**config.mk**
```make
export PLATFORM = sky130hd
export DESIGN_NAME = child_fanin_collector
export DESIGN_NICKNAME = d
export VERILOG_FILES = /design/src/rtl/child_fanin_collector.sv
export SDC_FILE = /design/constraint.sdc
export NUM_CORES = 1
export LEC_CHECK = 0
export ABC_AREA = 1
export CAP_MARGIN = 20
export CORE_MARGIN = 5
export CORE_UTILIZATION = 40
export DETAILED_ROUTE_END_ITERATION = 12
export GPL_TIMING_DRIVEN = 0
export HOLD_SLACK_MARGIN = 0.15
export PLACE_DENSITY_LB_ADDON = 0.1
export SETUP_SLACK_MARGIN = 0.1
export SYNTH_ARGS = -nofsm -noshare
export SYNTH_HDL_FRONTEND = slang
export SYNTH_SLANG_ARGS = --single-unit
export TNS_END_PERCENT = 30
```
**constraint.sdc**
```tcl
create_clock -name clk -period 3.86 [get_ports clk]
set_input_delay 0.965 -clock clk [delete_from_list [all_inputs] [get_ports clk]]
set_output_delay 0.965 -clock clk [all_outputs]
set_load 0.02 [all_outputs]
```
**src/rtl/child_fanin_collector.sv**
```systemverilog
// rtl/child_fanin_collector.sv - round-robin merge of child result beats into one tagged upstream stream
module child_fanin_collector #(
    parameter int NUM_CHILD = 5,
    parameter int DATA_W    = 16,
    parameter int IDX_W     = $clog2(NUM_CHILD)
) (
    input  logic                        clk,
    input  logic                        rst_n,
    input  logic [NUM_CHILD-1:0]        in_valid,
    input  logic [NUM_CHILD*DATA_W-1:0] in_data,
    output logic [NUM_CHILD-1:0]        in_ready,
    output logic                        out_valid,
    output logic [DATA_W-1:0]           out_data,
    output logic [IDX_W-1:0]            out_idx,
    input  logic                        out_ready,
    output logic                        round_done
);

    localparam int ENTRY_W = IDX_W + DATA_W;

    logic [IDX_W-1:0]     ptr_q, ptr_d;
    logic [NUM_CHILD-1:0] seen_q, seen_d;
    logic [1:0]           count_q, count_d;
    logic                 rd_ptr_q, rd_ptr_d;
    logic                 wr_ptr_q, wr_ptr_d;
    logic [ENTRY_W-1:0]   mem_q [2];
    logic [ENTRY_W-1:0]   mem_d [2];
    logic                 round_done_q, round_done_d;

    logic                 win_found;
    logic [IDX_W-1:0]     win_idx;
    logic [NUM_CHILD-1:0] win_onehot;
    logic [DATA_W-1:0]    win_data;
    logic                 can_push;
    logic                 push;
    logic                 pop;
    logic [NUM_CHILD-1:0] seen_next;

    // Pick the first requesting child at or after the rotating pointer
    always_comb begin
        int cand;
        cand       = 0;
        win_found  = 1'b0;
        win_idx    = '0;
        for (int k = 0; k < NUM_CHILD; k++) begin
            cand = int'(ptr_q) + k;
            if (cand >= NUM_CHILD) begin
                cand = cand - NUM_CHILD;
            end
            if (!win_found && in_valid[cand[IDX_W-1:0]]) begin
                win_found = 1'b1;
                win_idx   = cand[IDX_W-1:0];
            end
        end
    end

    // Grant only the winner, only when the buffer has room, and never while in reset
    always_comb begin
        win_onehot          = '0;
        win_onehot[win_idx] = 1'b1;
        win_data            = in_data[int'(win_idx)*DATA_W +: DATA_W];
        can_push            = (count_q != 2'd2);
        in_ready            = (win_found && can_push && rst_n) ? win_onehot : '0;
        push                = |(in_valid & in_ready);
        pop                 = (count_q != 2'd0) && out_ready;
    end

    // Next-state for the arbiter pointer, round mask and the 2-entry buffer
    always_comb begin
        ptr_d        = ptr_q;
        seen_d       = seen_q;
        seen_next    = seen_q | win_onehot;
        round_done_d = 1'b0;
        count_d      = count_q;
        rd_ptr_d     = rd_ptr_q;
        wr_ptr_d     = wr_ptr_q;
        mem_d        = mem_q;

        if (push) begin
            ptr_d = (win_idx == IDX_W'(NUM_CHILD - 1)) ? '0 : win_idx + 1'b1;
            mem_d[wr_ptr_q] = {win_idx, win_data};
            wr_ptr_d        = ~wr_ptr_q;
            // The completing accept clears the mask so the next round starts empty
            if (&seen_next) begin
                round_done_d = 1'b1;
                seen_d       = '0;
            end else begin
                seen_d = seen_next;
            end
        end

        if (pop) begin
            rd_ptr_d = ~rd_ptr_q;
        end

        case ({push, pop})
            2'b10:   count_d = count_q + 2'd1;
            2'b01:   count_d = count_q - 2'd1;
            default: count_d = count_q;
        endcase
    end

    // State registers; reset discards buffered beats immediately
    always_ff @(posedge clk or negedge rst_n) begin
        if (!rst_n) begin
            ptr_q        <= '0;
            seen_q       <= '0;
            count_q      <= 2'd0;
            rd_ptr_q     <= 1'b0;
            wr_ptr_q     <= 1'b0;
            mem_q[0]     <= '0;
            mem_q[1]     <= '0;
            round_done_q <= 1'b0;
        end else begin
            ptr_q        <= ptr_d;
            seen_q       <= seen_d;
            count_q      <= count_d;
            rd_ptr_q     <= rd_ptr_d;
            wr_ptr_q     <= wr_ptr_d;
            mem_q[0]     <= mem_d[0];
            mem_q[1]     <= mem_d[1];
            round_done_q <= round_done_d;
        end
    end

    // Upstream view is the buffer head
    always_comb begin
        out_valid  = (count_q != 2'd0);
        out_data   = mem_q[rd_ptr_q][DATA_W-1:0];
        out_idx    = mem_q[rd_ptr_q][ENTRY_W-1:DATA_W];
        round_done = round_done_q;
    end

endmodule

```
==> impl_metrics.tcl, run 1 <==
set metrics [dict create \
    antenna_violating_nets_post_route 0 \
    slew_headroom_pct 53.50 \
    wire_per_inst_um 15.74 \
    design.final.nets 882 \
    synthesis.yosys.warnings 0 \
    wirelength_mm 14.44 \
    path_max_fanout 4 \
    arrival_ns 3.24 \
    cts_tree "built" \
    final.setup_skew_ns 0.01588 \
    dieHeight_um 108.9 \
    synth_cells 623 \
    setup.worst_path.start_class "register" \
    post-route-drc-count 0 \
    grt.overflow.total 0 \
    final_setup_violating_endpoints 5 \
    tritoncts_num_sinks 51 \
    numPortBuffers 112 \
    grt_antenna_before_repair 0 \
    syn_area_per_cell_um2 6.274 \
    via_per_inst 5.133 \
    timing_hold_violations_final 0 \
    post-route-cell-area_um2 6076 \
    rsz0062_at_grt "yes" \
    worstPathBufferInverterCount 7 \
    clock_tree.htree_level_count 2 \
    grt_pass1_vias 4413 \
    clock-root-buffer "clkbuf_8" \
    track_usage_pct 24.13 \
    drv_slew 0 \
    layout.cells.most_common "nand2_1" \
    synth.yosys.seq_area_share_pct 32.65 \
    row_cnt 36 \
    placeableCoreArea_um2 9639 \
    final.setup.worst_slack_ns -0.3478 \
    net_count_of_the_mapped_netlist 722 \
    gpl.final_weighted_congestion 0.9483 \
    final_antenna_diode_count 0 \
    highest_clock_rate_mhz 237.7 \
    start_util_pct 40.55 \
    ctsLongestPathBuffers 2 \
    timing_worst_setup_path_type "reg -> out" \
    placed_cell_area_um2 5246 \
    detailedPlace.worstSlack_ns -1.195 \
    cap_violations 0 \
    finish.cell_count_without_fillers 917 \
    dr.pass1.iters 5 \
    drt_first_iter_violations 271 \
    period_needed_ns 4.208 \
    syn2layout_area_growth_pct 55.44 \
    ys_seq_elements 51 \
    synthDistinctLibCells 34 \
    req_time_crit_path_ns 2.89 \
    path_depth 21 \
    period_share_pct 109.0 \
    timing.critical_path.mode_cell "nand2_2" \
    placed_cells 869 \
    clock_latency_at_the_later_pin_of_the_worst_skew_pair_ns 0.32 \
    mostFrequentLayoutCells "nand2_1 (287), clkdlybuf4s50_1 (106), dfrtp_1 (48), nand3_1 (46), inv_1 (41)" \
    async_flop_share_pct 100.0 \
    violations_in_the_final_reports "negative setup slack" \
    ios 114 \
    worst_setup_path_end_kind "output port" \
    whs_path_depth 2 \
    synth-edff-count 0 \
    slowest_stage_cell_cp "dfrtp_2" \
    die_area_um2 11850 \
    crit_chain "buf_8 > inv_8 > ha_4 > inv_4 > fa_2 > o21bai_4 > nand2_2 > nand2_2 > buf_4 > buf_4 > nand4_1 > nand2_2 > nand3_1 > nand3_1 > nand2_2 > nand2_2 > nand2_4 > buf_6 > nand2_4 > nor2_4 > buf_6" \
    grt_pass1_wl_mm 22.25 \
    grt_max_degree 28 \
    crit_path_max_incr_delay_ns 0.44 \
    r2r_cells 22 \
    syn_area_um2 3909 \
    timing_worst_slew_pin_value_ns 0.6976 \
    synthFlopType "dfrtp_1" \
    post-dp-hpwl_mm 10.40 \
    clk_pin_slew_ns 0.09 \
    hold_path.class "reg -> reg" \
    final_core_utilization_pct 63.03 \
    cts_buffers 5 \
    floorplan.die.width_um 108.9 \
    detailroute.via_count 4707 \
    run_status "complete, but fails checks" \
    drive_gt1_share_pct 20.92 \
    cts.hold.buffers_added 0 \
    cpLargestDelayFamily "simple AND/OR/NAND/NOR gates" \
]
-- layer usage --
metal | part of all wire, % | routed length [um] | vias to the layer above | global-route usage (%)
met4 | 3.1 | 453 | 0 | 8.747
li1 | - | - | 2300 | -
met3 | 4.2 | 600 | 32 | 3.138
met5 | 0 | 0 | - | 0
met1 | 40 | 5792 | 2245 | 29.60
met2 | 53 | 7589 | 130 | 43.20
-- registers in the layout (all words and copies together), names as in the netlist --
name        count
mem_q          38
ptr_q           3
seen_q          5
round_done      1
rd_ptr_q        1
count_q         2
wr_ptr_q        1
-- worst min-delay path, delay by kind of cell, from the launching register on --
kind | cells | cell delay [ns]
DFF | 1 | 0.35
and+or+nand+nor | 2 | 0.11
-- cells in the mapped netlist, types with 2 or more instances --
cell,n,share of area (%)
a21boi_0,7,1.3
a21oi_1,4,0.51
a21oi_2,2,0.45
buf_2,8,1.0
buf_4,4,0.77
clkbuf_1,11,1.1
dfrtp_1,51,33
ha_1,10,3.2
inv_1,49,4.7
inv_2,7,0.67
nand2_1,312,30
nand2_2,5,0.80
nand3_1,57,7.3
nand3_2,5,1.3
nand3b_1,4,0.77
nand4_1,9,1.4
nor2_1,16,1.5
o211ai_1,13,2.5
o21ai_0,29,3.7
o21ai_1,3,0.38
xnor2_1,2,0.45
xor2_1,3,0.67
-- layout make-up --
| cell class | count | area, um^2 |
|---|---|---|
| fillers | 909 | 3563 |
| multi-input cells | 493 | 2674 |
| repair buffers | 152 | 1443 |
| flip-flops and latches | 51 | 1280 |
| inverters | 56 | 227.7 |
| plain buffers | 24 | 186.4 |
| well taps | 133 | 166.4 |
| clock buffers | 6 | 82.58 |
| clock inverters | 2 | 16.27 |
-- through the flow --
| stage | setup TNS (ns) | hold WS, ns |
|---|---|---|
| 2_1_floorplan | 0 | 0.4422 |
| 3_3_place_gp | -58.12 | 0.4616 |
| 3_5_place_dp | -13.49 | 0.4582 |
| 4_1_cts | -0.9940 | 0.4821 |
| 5_1_grt | -2.194 | 0.5027 |
| 6_report | -1.479 | 0.4839 |
-- worst paths after layout --
path / startpoint / endpoint / slack (ns)
min: mem_q[18]$_DFFE_PN0P_ / mem_q[18]$_DFFE_PN0P_ / 0.48
min reg2reg: mem_q[18]$_DFFE_PN0P_ / mem_q[18]$_DFFE_PN0P_ / 0.48
max reg2reg: ptr_q[0]$_DFFE_PN0N_ / count_q[1]$_DFFE_PN0P_ / 0.22
max: ptr_q[0]$_DFFE_PN0N_ / in_ready[2] / -0.35
min in group asynchronous: rst_n / mem_q[4]$_DFFE_PN0P_ / 0.68
max in group asynchronous: rst_n / mem_q[10]$_DFFE_PN0P_ / 2.59
-- timing repair --
| item | CTS | global route |
|---|---|---|
| cloned | 1 | 1 |
| buffers inserted | 26 | 12 |
| resized for setup | 100 | 49 |
| pin swaps | 28 | 29 |
| setup endpoints to repair | 53 | 46 |
-- logic make-up after synthesis --
kind of cell / count (synthesis) / share of synthesized area, %
AOI/OAI and AO/OA: 61 / 9.411
DFF: 51 / 32.65
buffers and inverters: 80 / 8.323
xor gates and xnor gates: 5 / 1.121
adders and majority gates: 11 / 3.713
and+or+nand+nor: 415 / 44.78
Power of run 1 is not shown: default switching activity piles up to over one toggle a cycle in this logic, so the estimate is an artifact.
==> run 2, diff against run 1 <==
--- a/config.mk
+++ b/config.mk
@@ -6,13 +6,13 @@
 export NUM_CORES = 1
 export LEC_CHECK = 0
 export ABC_AREA = 1
+export ABC_CLOCK_PERIOD_IN_PS = 3860
 export CAP_MARGIN = 20
-export CORE_MARGIN = 5
 export CORE_UTILIZATION = 40
 export DETAILED_ROUTE_END_ITERATION = 12
 export GPL_TIMING_DRIVEN = 0
 export HOLD_SLACK_MARGIN = 0.15
-export PLACE_DENSITY_LB_ADDON = 0.1
+export PLACE_DENSITY_LB_ADDON = 0.08
 export SETUP_SLACK_MARGIN = 0.1
 export SYNTH_ARGS = -nofsm -noshare
 export SYNTH_HDL_FRONTEND = slang
==> run 2 against run 1 <==
The run still ends with negative setup slack left; die area fell by 14%; sequential cell count did not move; non-clock buffer count fell by 9; highest routed layer unchanged; global-route usage rose by 4.2 points; clock skew fell by 0.0049 ns; first-iteration DRC count fell by 15%; largest cell class unchanged.
==> impl_metrics.tcl, run 2 (same netlist as run 1, synthesis figures left out) <==
set metrics [dict create \
    clk_pin_slew_ns 0.11 \
    post-dp-hpwl_mm 10.21 \
    rsz0062_at_grt "yes" \
    detailedPlace.worstSlack_ns -0.9375 \
    floorplan.die.width_um 100.9 \
    dr.pass1.iters 5 \
    wire_per_inst_um 15.49 \
    design.final.nets 872 \
    largest_registers "mem_q x38, seen_q x5, ptr_q x3" \
    cts_buffers 5 \
    violations_in_the_final_reports "negative setup slack" \
    placeableCoreArea_um2 9371 \
    placed_cells 865 \
    setup.worst_path.start_class "register" \
    drt_first_iter_violations 231 \
    grt_pass1_wl_mm 22.05 \
    numPortBuffers 112 \
    largest_register "mem_q" \
    tritoncts_num_sinks 51 \
    grt.overflow.total 0 \
    antenna_violating_nets_post_route 0 \
    path_max_fanout 4 \
    grt_pass1_vias 4483 \
    mostFrequentLayoutCells "nand2_1 (290), clkdlybuf4s50_1 (106), nand3_1 (51), dfrtp_1 (49), inv_1 (41)" \
    period_needed_ns 4.198 \
    drive_gt1_share_pct 18.48 \
    highest_clock_rate_mhz 238.2 \
    run_status "complete, but fails checks" \
    final_setup_violating_endpoints 5 \
    largest_register_ffs 38 \
    gpl.final_weighted_congestion 0.9761 \
    finalSetupTns_ns -1.328 \
    regToRegSetupSlack_ns 0.26 \
    wirelength_mm 13.99 \
    dieHeight_um 100.9 \
    filler_cell_count 922 \
    ios 114 \
    worst_setup_path_end_kind "output port" \
    row_cnt 35 \
    grt_max_degree 33 \
    hold_path.class "reg -> reg" \
    cts.hold.buffers_added 0 \
    grt_antenna_before_repair 0 \
    final_core_utilization_pct 63.63 \
    detailroute.via_count 4592 \
    clock_latency_at_the_later_pin_of_the_worst_skew_pair_ns 0.32 \
    final.setup.worst_slack_ns -0.3379 \
    slew_headroom_pct 54.79 \
    timing_worst_slew_pin_value_ns 0.6782 \
    arrival_ns 3.23 \
    final.setup_skew_ns 0.01096 \
    via_per_inst 5.085 \
    layout.cells.most_common "nand2_1" \
    clock-root-buffer "clkbuf_8" \
    track_usage_pct 28.30 \
    drv_slew 0 \
    ctsLongestPathBuffers 2 \
    cts_tree "built" \
    post-route-drc-count 0 \
    req_time_crit_path_ns 2.89 \
    timing_worst_setup_path_type "reg -> out" \
    start_util_pct 41.71 \
    clock_tree.htree_level_count 2 \
    final_antenna_diode_count 0 \
    cap_violations 0 \
    period_share_pct 108.8 \
    syn2layout_area_growth_pct 52.56 \
    timing_hold_violations_final 0 \
    die_area_um2 10170 \
    finish.cell_count_without_fillers 903 \
]
-- run 2: cell count changes in the layout (fill, tap and decap cells not counted), sizes merged --
cell	previous run	this run
buf	58	50
clkbuf	18	16
clkinvlp	1	2
nand2	318	317
-- run 2: cell type report --
cell class	instances	area [um^2]	share of cell area [%]
plain buffers	23	158.9	2.665
clock inverters	3	27.53	0.4616
inverters	56	231.5	3.882
repair buffers	144	1404	23.54
clock buffers	5	68.82	1.154
flip-flops and latches	51	1279	21.44
multi-input cells	492	2633	44.15
well taps	129	161.4	2.707
-- run 2: through the flow --
step,cell area (um^2),hold WS [ns]
after floorplan,3944,0.4422
final,5963,0.4937
after detailed placement,5241,0.4655
after global placement,5226,0.4602
after global routing,5963,0.5107
after CTS,5788,0.4922
-- run 2: routing by layer --
layer  track usage (%)  vias to the layer above  part of all wire [%]  wire (um)
met3             5.964                       16                   6.5        907
li1                  -                     2265                     -          -
met4             6.689                        0                   1.5        206
met2             45.15                      171                    46       6379
met1             39.20                     2140                    46       6492
met5                 0                        -                     0          0
-- run 2: what timing repair did --
action / CTS / global route
setup endpoints to repair: 51 / 47
gates resized for setup: 91 / 48
setup buffers: 26 / 5
pin swaps: 19 / 27
-- run 2: critical path, stage by stage (launching register included) --
cell,delay (ns)
dfrtp_2,0.44
buf_12,0.14
inv_8,0.06
ha_4,0.13
inv_2,0.04
fa_2,0.38
a21oi_4,0.19
nand2_2,0.08
nand2_2,0.10
nand2_1,0.06
nand3b_1,0.10
nand3_1,0.10
nand2_2,0.13
nand4_1,0.16
nor2_1,0.18
nor2_2,0.07
buf_4,0.14
a21oi_4,0.16
nand2_4,0.07
nor2_4,0.08
buf_6,0.12
-- run 2: path summary, 6_finish.rpt --
kind,cells past startpoint,startpoint,to
max reg2reg,20,ptr_q[0]$_DFFE_PN0N_,mem_q[8]$_DFFE_PN0P_
max in group asynchronous,2,rst_n,ptr_q[0]$_DFFE_PN0N_
min reg2reg,2,mem_q[13]$_DFFE_PN0P_,mem_q[13]$_DFFE_PN0P_
min in group asynchronous,1,rst_n,rd_ptr_q$_DFFE_PN0P_
max,20,ptr_q[0]$_DFFE_PN0N_,in_ready[1]
min,2,mem_q[13]$_DFFE_PN0P_,mem_q[13]$_DFFE_PN0P_
Power of run 2 is left out for the same reason.
==> run 3, diff against run 2 <==
--- a/config.mk
+++ b/config.mk
@@ -12,7 +12,7 @@
 export DETAILED_ROUTE_END_ITERATION = 12
 export GPL_TIMING_DRIVEN = 0
 export HOLD_SLACK_MARGIN = 0.15
-export PLACE_DENSITY_LB_ADDON = 0.08
+export PLACE_DENSITY = 0.76
 export SETUP_SLACK_MARGIN = 0.1
 export SYNTH_ARGS = -nofsm -noshare
 export SYNTH_HDL_FRONTEND = slang
==> constraint.sdc (replaced) <==
create_clock -name clk -period 3.86 [get_ports clk]
set_input_delay 1.158 -clock clk [delete_from_list [all_inputs] [get_ports clk]]
set_output_delay 1.158 -clock clk [all_outputs]
set_load 0.02 [all_outputs]
==> run 3 against run 2 <==
The flow still finishes with violations (negative setup slack); maximum frequency shrank 6.8%; clock skew fell by 0.0013 ns; worst setup slack worse by 0.31 ns; register-to-register slack got worse by 0.19 ns; global-route usage increased by 0.22 points; first-iteration DRC count rose by 23%; clock-buffer cell count grew 1; non-clock buffer count increased by 9; utilization grew 1.4 points.
==> impl_metrics.tcl, run 3 (same netlist as run 1, synthesis figures left out) <==
set metrics [dict create \
    gpl.final_weighted_congestion 0.8878 \
    placeableCoreArea_um2 9371 \
    dieHeight_um 100.9 \
    timing_worst_setup_path_type "reg -> out" \
    req_time_crit_path_ns 2.70 \
    min-delay-start "mem_q[18]$_DFFE_PN0P_" \
    r2r_cells 24 \
    antenna_violating_nets_post_route 0 \
    timing.critical_path.mode_cell "nand2_1" \
    filler_cell_count 834 \
    clock_latency_at_the_later_pin_of_the_worst_skew_pair_ns 0.31 \
    drt_first_iter_violations 284 \
    slowest_stage_cell_cp "dfrtp_2" \
    reg_to_reg_endpoint "mem_q[34]$_DFFE_PN0P_" \
    final.setup_skew_ns 0.009654 \
    fin_worst_hold_slack_ns 0.4812 \
    finalSetupTns_ns -2.981 \
    design.final.nets 882 \
    floorplan.die.width_um 100.9 \
    wire_per_inst_um 15.68 \
    grt_pass1_wl_mm 22.41 \
    via_per_inst 5.204 \
    wirelength_mm 14.32 \
    start_util_pct 41.71 \
    multi_input_area_um2 2648 \
    timing_hold_violations_final 0 \
    worst_setup_path_end_kind "output port" \
    final_setup_violating_endpoints 5 \
    row_cnt 35 \
    syn2layout_area_growth_pct 55.86 \
    largest_registers "mem_q x38, seen_q x5, ptr_q x3" \
    grt.overflow.total 0 \
    layout.cells.most_common "nand2_1" \
    arrival_ns 3.35 \
    run_status "complete, but fails checks" \
    period_share_pct 116.7 \
    grt_max_degree 33 \
    period_needed_ns 4.504 \
    clk_pin_slew_ns 0.10 \
    final.setup.worst_slack_ns -0.6437 \
    cts.hold.buffers_added 0 \
    hold_path.class "reg -> reg" \
    highest_clock_rate_mhz 222.0 \
    rsz0062_at_grt "yes" \
    worst_hold_path.endpoint "mem_q[18]$_DFFE_PN0P_" \
    cap_violations 0 \
    placed_cells 865 \
    ios 114 \
    slew_headroom_pct 57.27 \
    whs_path_depth 2 \
    die_area_um2 10170 \
    dr.pass1.iters 5 \
    cts_tree "built" \
    drive_gt1_share_pct 20.41 \
    violations_in_the_final_reports "negative setup slack" \
    final_core_utilization_pct 65.01 \
    largest_register_ffs 38 \
    seq_area_um2 1279 \
    timing_worst_slew_pin_value_ns 0.6410 \
    drv_slew 0 \
    setup.worst_path.start_class "register" \
    crit_chain "buf_8 > inv_8 > ha_4 > inv_2 > fa_2 > a21oi_4 > nand2_1 > nand2_2 > nand2_1 > nand3b_1 > nand2_1 > nand2_1 > nand2_2 > nand4_1 > nand2_1 > nor2_2 > nand2_2 > buf_6 > nor2_8 > buf_6 > nand2_4 > nor2_4 > buf_6" \
    clock_tree.htree_level_count 2 \
    track_usage_pct 28.52 \
    finish.cell_count_without_fillers 913 \
    detailroute.via_count 4751 \
    crit_path_max_incr_delay_ns 0.44 \
    final_antenna_diode_count 0 \
    grt_antenna_before_repair 0 \
    rr_startpoint "ptr_q[0]$_DFFE_PN0N_" \
    path_max_fanout 4 \
    clock-root-buffer "clkbuf_8" \
    regToRegSetupSlack_ns 0.07 \
    cts_buffers 5 \
    grt_pass1_vias 4626 \
    numPortBuffers 112 \
    ctsLongestPathBuffers 2 \
    mostFrequentLayoutCells "nand2_1 (291), clkdlybuf4s50_1 (102), nand3_1 (50), dfrtp_1 (49), buf_4 (39)" \
    tritoncts_num_sinks 51 \
    post-route-drc-count 0 \
    post-dp-hpwl_mm 10.24 \
    largest_register "mem_q" \
]
==> run 3: stage by stage <==
stage	instance area (um^2)	setup slack, ns
floorplan	4015	0.008152
global placement	5298	-2.090
detailed placement	5313	-1.253
CTS	5928	-0.5016
global route	6092	-0.7862
finish	6092	-0.6437
==> run 3: metal layers <==
metal	share of wire [%]	wire, um	global-route usage [%]	vias up
li1	-	-	-	2297
met5	0	0	0	-
met3	5.8	828	4.092	38
met4	2.5	353	9.030	0
met2	51	7258	50.37	198
met1	41	5874	35.87	2218
==> run 3: cell type report <==
cell class / instances / share of cell area, %
clock buffer: 6 / 1.356
timing repair buffer: 152 / 24.07
clock inverter: 2 / 0.6367
sequential: 51 / 20.99
buffer: 24 / 3.122
multi-input combinational: 493 / 43.46
tap: 129 / 2.649
inverter: 56 / 3.717
==> run 3: worst max path at each step <==
| stage | start | to | slack (ns) |
|---|---|---|---|
| 5_1_grt | ptr_q[0]$_DFFE_PN0N_ | in_ready[1] | -0.79 |
| 2_1_floorplan | ptr_q[0]$_DFFE_PN0N_ | in_ready[1] | 0.008 |
| 3_3_place_gp | rst_n | in_ready[4] | -2.09 |
| 4_1_cts | ptr_q[0]$_DFFE_PN0N_ | in_ready[1] | -0.50 |
| 6_report | ptr_q[0]$_DFFE_PN0N_ | in_ready[1] | -0.64 |
| 3_5_place_dp | in_valid[2] | in_ready[1] | -1.25 |
==> run 3: what timing repair did <==
action	in CTS	in global routing
endpoints found under the setup margin	40	46
setup buffers	31	8
cloned	1	0
hold endpoints to repair	0	0
gates resized for setup	90	42
pin swaps	26	28
==> run 3: critical path: cells and delay by family (launching register included) <==
| family | cells | cell delay [ns] |
|---|---|---|
| AND/OR/NAND/NOR | 14 | 1.22 |
| flip-flops | 1 | 0.44 |
| AO/OA/AOI/OAI | 1 | 0.19 |
| buffers and inverters | 6 | 0.60 |
| adder cells (fa/ha/maj) | 2 | 0.55 |
Power of run 3 is left out for the same reason.
